$ cat config.mk
export PLATFORM = sky130hd
export DESIGN_NAME = dm_cache_arrays
export DESIGN_NICKNAME = d
export VERILOG_FILES = /design/src/rtl/dm_cache_arrays.sv
export SDC_FILE = /design/constraint.sdc
export NUM_CORES = 2
export LEC_CHECK = 0
export ABC_AREA = 1
export CAP_MARGIN = 25
export CORE_ASPECT_RATIO = 1.75
export CORE_MARGIN = 4
export CORE_UTILIZATION = 45
export CTS_CLUSTER_DIAMETER = 30
export CTS_CLUSTER_SIZE = 14
export DETAILED_ROUTE_END_ITERATION = 10
export PLACE_DENSITY = 0.76
export SLEW_MARGIN = 20
export SYNTH_ARGS = -nofsm -noshare
export SYNTH_HDL_FRONTEND = slang
export SYNTH_SLANG_ARGS = --single-unit
$ cat constraint.sdc
create_clock -name clock -period 3.95 [get_ports clock]
set_clock_uncertainty 0.2 [all_clocks]
set_input_delay 1.185 -clock clock [delete_from_list [all_inputs] [get_ports clock]]
set_output_delay 1.185 -clock clock [all_outputs]
set_load 0.02 [all_outputs]
$ cat src/rtl/dm_cache_arrays.sv
// Tag and data storage arrays for the direct-mapped L1 data cache.
// Both arrays read combinationally and write on the rising clock edge.

module dm_cache_tag #(
  parameter int unsigned NUM_LINES = 4,
  parameter int unsigned TAG_W     = 26,
  parameter int unsigned IDX_W     = $clog2(NUM_LINES)
) (
  input  logic             clock,
  input  logic             reset,
  input  logic [IDX_W-1:0] tag_req_index,
  input  logic             tag_req_we,
  input  logic             tag_write_valid,
  input  logic             tag_write_dirty,
  input  logic [TAG_W-1:0] tag_write_tag,
  output logic             tag_read_valid,
  output logic             tag_read_dirty,
  output logic [TAG_W-1:0] tag_read_tag
);

  localparam int unsigned ENTRY_W = TAG_W + 2;

  // Entry layout: {valid, dirty, tag}
  logic [ENTRY_W-1:0] tag_mem_q [NUM_LINES];
  logic [ENTRY_W-1:0] tag_mem_d [NUM_LINES];

  always_comb begin
    for (int unsigned i = 0; i < NUM_LINES; i++) begin
      tag_mem_d[i] = tag_mem_q[i];
    end
    if (reset) begin
      for (int unsigned i = 0; i < NUM_LINES; i++) begin
        tag_mem_d[i] = '0;
      end
    end else if (tag_req_we) begin
      tag_mem_d[tag_req_index] = {tag_write_valid, tag_write_dirty, tag_write_tag};
    end
  end

  always_ff @(posedge clock) begin
    for (int unsigned i = 0; i < NUM_LINES; i++) begin
      tag_mem_q[i] <= tag_mem_d[i];
    end
  end

  // Read path sees the pre-edge contents, so a same-cycle write is not bypassed.
  always_comb begin
    {tag_read_valid, tag_read_dirty, tag_read_tag} = tag_mem_q[tag_req_index];
  end

endmodule

module dm_cache_data #(
  parameter int unsigned NUM_LINES = 4,
  parameter int unsigned LINE_W    = 128,
  parameter int unsigned IDX_W     = $clog2(NUM_LINES)
) (
  input  logic              clock,
  input  logic              reset,
  input  logic [IDX_W-1:0]  data_req_index,
  input  logic              data_req_we,
  input  logic [LINE_W-1:0] data_write,
  output logic [LINE_W-1:0] data_read
);

  logic [LINE_W-1:0] data_mem_q [NUM_LINES];
  logic [LINE_W-1:0] data_mem_d [NUM_LINES];

  always_comb begin
    for (int unsigned i = 0; i < NUM_LINES; i++) begin
      data_mem_d[i] = data_mem_q[i];
    end
    if (reset) begin
      for (int unsigned i = 0; i < NUM_LINES; i++) begin
        data_mem_d[i] = '0;
      end
    end else if (data_req_we) begin
      data_mem_d[data_req_index] = data_write;
    end
  end

  always_ff @(posedge clock) begin
    for (int unsigned i = 0; i < NUM_LINES; i++) begin
      data_mem_q[i] <= data_mem_d[i];
    end
  end

  always_comb begin
    data_read = data_mem_q[data_req_index];
  end

endmodule

module dm_cache_arrays #(
  parameter int unsigned NUM_LINES = 4,
  parameter int unsigned TAG_W     = 26,
  parameter int unsigned LINE_W    = 128,
  parameter int unsigned IDX_W     = $clog2(NUM_LINES)
) (
  input  logic              clock,
  input  logic              reset,
  input  logic [IDX_W-1:0]  tag_req_index,
  input  logic              tag_req_we,
  input  logic              tag_write_valid,
  input  logic              tag_write_dirty,
  input  logic [TAG_W-1:0]  tag_write_tag,
  output logic              tag_read_valid,
  output logic              tag_read_dirty,
  output logic [TAG_W-1:0]  tag_read_tag,
  input  logic [IDX_W-1:0]  data_req_index,
  input  logic              data_req_we,
  input  logic [LINE_W-1:0] data_write,
  output logic [LINE_W-1:0] data_read
);

  dm_cache_tag #(
    .NUM_LINES (NUM_LINES),
    .TAG_W     (TAG_W),
    .IDX_W     (IDX_W)
  ) u_tag (
    .clock           (clock),
    .reset           (reset),
    .tag_req_index   (tag_req_index),
    .tag_req_we      (tag_req_we),
    .tag_write_valid (tag_write_valid),
    .tag_write_dirty (tag_write_dirty),
    .tag_write_tag   (tag_write_tag),
    .tag_read_valid  (tag_read_valid),
    .tag_read_dirty  (tag_read_dirty),
    .tag_read_tag    (tag_read_tag)
  );

  dm_cache_data #(
    .NUM_LINES (NUM_LINES),
    .LINE_W    (LINE_W),
    .IDX_W     (IDX_W)
  ) u_data (
    .clock          (clock),
    .reset          (reset),
    .data_req_index (data_req_index),
    .data_req_we    (data_req_we),
    .data_write     (data_write),
    .data_read      (data_read)
  );

endmodule

Word-level counts from Yosys, hierarchy flattened
Memories as Yosys holds them, arrays and structs flattened.
Cells that the tools add are included.

storage, ports and cells
  word-level logic and storage cells = 20
  register bits = 0
  memories = 2
  output and inout bits = 156
  bits in writable memories = 624
  bits of input ports = 164

memory list
  memory             words  bits a word  read ports  clocked after memory_dff  wr ports  RTL line  source
  u_data.data_mem_q  4      128          5           0                         4         66        logic [LINE_W-1:0] data_mem_q [NUM_LINES];
  u_tag.tag_mem_q    4      28           5           0                         4         24        logic [ENTRY_W-1:0] tag_mem_q [NUM_LINES];

cells by class
  reductions and logical operators = 2
  $lt $le $gt $ge = 4
  muxes and demuxes = 10
  bitwise logic cells = 2

operators with widths
  operator                                                               count
  512-bit 2-to-1 mux                                                     2
  512-bit bitwise mux                                                    1
  128-bit demux with 2-bit select                                        1
  112-bit 2-to-1 mux                                                     2
  128-bit 2-to-1 mux                                                     1
  112-bit bitwise mux                                                    1
  28-bit demux with 2-bit select                                         1
  28-bit 2-to-1 mux                                                      1
  3-bit greater-or-equal comparator (second input constant)              2
  3-bit by 1-bit < comparator with 1-bit output (second input constant)  2
  2-bit inverter with 3-bit output                                       2
  1-bit logical AND                                                      2

Logic depth before layout (Yosys ltp)
  depth in word-level cells = 8
  gate-level depth with buffers = 8
  gate-level depth less buffers = 5

Hierarchy
From an unflattened synthesis, not the netlist that was laid out.

unflattened totals
  cells, all modules = 4,898
  area, all modules = 30,546.8 µm²

by module, submodules not included
  module         times used  area an instance (µm²)  cells each
  dm_cache_data  1           25,111.6                4,016
  dm_cache_tag   1           5,435.2                 882

Least setup slack after synthesis
No wires, ideal clock.

  path type = input port to output port
  from = input data_req_index[0]
  to = output data_read[59]
  data arrival time = 2,078 ps
  slack = 487 ps
  cell stages on the path = 5
  cells stage by stage = buf_4 > buf_2 > clkbuf_1 > nand3_1 > nand4_1

on the way
  longest elaborated chain between the ends = 1

RTL lines
  element                  RTL line  source
  start, declared          110       input logic [IDX_W-1:0] data_req_index,
  memory read 4 x 128 bit  --
  end, declared            113       output logic [LINE_W-1:0] data_read

Every way passes these cells.

Worst setup path after layout
  from = input data_req_index[0]
  to = output data_read[63]

Same word-level chain as after synthesis.

==> flow_metrics.tcl <==
set metrics [dict create \
    ys_seq_area_share_pct 40.9 \
    multi_input_area_um2 13800 \
    start_util_pct 45.3 \
    clkTransAtPathRegs_ns 0.05 \
    critical_path_class "input port to output pin" \
    synth.area.top_cells "dfxtp_1, nand2_1, nor2_1" \
    regToRegStartpoint "u_data.data_mem_q[1][60]" \
    drt-total-wl_mm 90.3 \
    synth_edf_count 0 \
    worstHoldStart "u_data.data_mem_q[0][49]" \
    async_flop_share_pct 0 \
    top_layer "met5" \
    nets 5277 \
    ys.warnings.count 0 \
    pwr_density_cell_nw_per_um2 480 \
    final_core_util_pct 57.1 \
    wire_per_inst_um 14.8 \
    die_height_um 353 \
    via_count 30400 \
    hold_end "u_data.data_mem_q[0][49]" \
    grt_max_degree 123 \
    cts_tree "yes" \
    maxCapViolCount 0 \
    place_hpwl_mm 58.2 \
    syn_inst 4898 \
    whs_path_depth 2 \
    setup.worst_path.end_class "output pin" \
    seq_area_um2 12500 \
    die_x_um 205 \
    clkSinkCount 624 \
    ant_nets 0 \
    min_period_over_period_pct 98.4 \
    synthMostInstantiatedCell "nand2_1" \
    root_buffer "clkbuf_16" \
    core_area_um2 67300 \
    arrival_ns 2.50 \
    cts_made_buffers 103 \
    grt_pass1_wl_mm 146 \
    crit_fanout 41 \
    io_buffers 319 \
    rows 126 \
    clock_latency_ns 0.63 \
    drc 0 \
    start_kind "input port" \
    ir_drop_uv 334 \
    synth.distinct_cells 15 \
    globalRouteOverflowTotal 0 \
    cts_hold_buf 0 \
    grt_pass1_vias 28900 \
    syn-num-nets 5062 \
    p_leak_nw 19.7 \
    ys_seq_elements 624 \
    dp_cells 5904 \
    max_freq_mhz 257 \
    met1_length_mm 35.0 \
    track_usage_pct 24.2 \
    antenna_found_initial 7 \
    hold_viol 0 \
    dieArea_um2 72200 \
    syn-cell-area_um2 30500 \
    reg2reg_to "u_data.data_mem_q[1][60]" \
    netlist_top_cells_count "nand2_1, nor2_1, nand3_1" \
    post-route-min-period_ns 3.89 \
    yosysTopAreaCellShare_pct 40.9 \
    wl_met2_mm 45.0 \
    clockBufferDepth 3 \
    synth_area_leader_cell "dfxtp_1" \
    ctsHtreeMaxLevel 3 \
    first_iter_violations 2230 \
    relSlewSlack_pct 44.6 \
    drive_gt1_share_pct 7.30 \
    post_cts.repair.setup_buffers 0 \
    reg2reg_depth 4 \
    io_pins 320 \
    status "finished clean" \
    cp.required_ns 2.56 \
    synthFlopType "dfxtp_1" \
    dr.pass1.iters 8 \
    syn_to_final_growth_pct 25.9 \
    met3_length_mm 6.85 \
    viasPerCell 4.98 \
    gp_congestion 0.849 \
    final_cells 6102 \
    finalSetupViolCount 0 \
    fill_cells 6265 \
    reg2reg_slack_ns 2.97 \
    rsz0062_at_grt "false" \
    worst_pin_slew_ns 0.831 \
    syn_area_per_cell_um2 6.23 \
    drv_slew 0 \
    worst_hold_path_type "flop to flop" \
]
[critical path: stages]
cell and delay [ns]:
buf_8 0.12, nor2_4 0.16, buf_12 0.23, buf_12 0.24
nand2_1 0.09, nand4_1 0.10, dlygate4sd2_1 0.36
[timing repair]
item                                    4_1_cts  5_1_grt
gates resized for setup                     124       13
hold endpoints to repair                      0        0
pin swaps                                     0        0
endpoints found under the setup margin      124       13
[routing by layer]
metal  vias to the layer above  track usage, %
met5                         -               0
met4                         6            10.6
met3                       229            5.82
met2                      1050            42.8
met1                     13700            27.5
li1                      15400               -
[kinds of logic after synthesis]
| kind of cell | count (synthesis) | synth area share (%) |
|---|---|---|
| simple gates | 3128 | 42.4 |
| flops | 624 | 40.9 |
| buf+inv | 990 | 14.1 |
| compound gates | 156 | 2.56 |
[where the power goes]
| part | total [W] | internal [W] | switching, W |
|---|---|---|---|
| clock network | 0.00948 | 0.00610 | 0.00338 |
| registers | 0.00682 | 0.00664 | 0.000184 |
| logic | 0.00214 | 0.000810 | 0.00133 |
| total | 0.0184 | 0.0135 | 0.00489 |
[final cells by class]
| class | count | area share (%) |
|---|---|---|
| Clock inverter | 69 | 2.34 |
| Sequential cell | 624 | 32.5 |
| Antenna cell | 4 | 0.0260 |
| Multi-Input combinational cell | 3284 | 35.8 |
| Clock buffer | 125 | 7.37 |
| Timing Repair Buffer | 471 | 12.8 |
| Inverter | 629 | 6.18 |
| Tap cell | 896 | 2.92 |
[metrics by stage]
stage	worst slack, ns	area, um2	TNS [ns]	power, W	hold slack, ns
2_1_floorplan	0.487	30500	0	0.00822	0.252
3_5_place_dp	-0.197	34800	-13.54	0.00912	0.268
4_1_cts	0.0112	38400	0	0.0186	0.281
5_1_grt	0.00402	38400	0	0.0192	0.296
6_report	0.0621	38400	0	0.0184	0.280
3_3_place_gp	-0.153	34800	-11.91	0.00908	0.261
[cells in the final DEF, fill, tap and decap left out, drive strengths merged]
cell	n
a21oi	156
buf	179
bufinv	14
clkbuf	125
clkdlybuf4s15	1
clkdlybuf4s50	158
clkinv	23
clkinvlp	14
dfxtp	624
diode	4
dlygate4sd2	121
dlymetal6s2s	12
inv	647
nand2	1248
nand3	630
nand4	156
nor2	1094
[sequential cells by signal (all words and copies together) (netlist names)]
register and flops:
u_data.data_mem_q 512, u_tag.tag_mem_q 112
[worst max path at each step]
stage	to	cells after the start	startpoint	slack (ns)
6_report	data_read[63]	7	data_req_index[0]	0.06
5_1_grt	data_read[63]	7	data_req_index[0]	0.004
4_1_cts	tag_read_tag[2]	6	tag_req_index[0]	0.01
3_5_place_dp	data_read[63]	7	data_req_index[0]	-0.20
3_3_place_gp	data_read[66]	7	data_req_index[0]	-0.15
2_1_floorplan	data_read[59]	5	data_req_index[0]	0.49
Power figures use the tool's default switching activity.
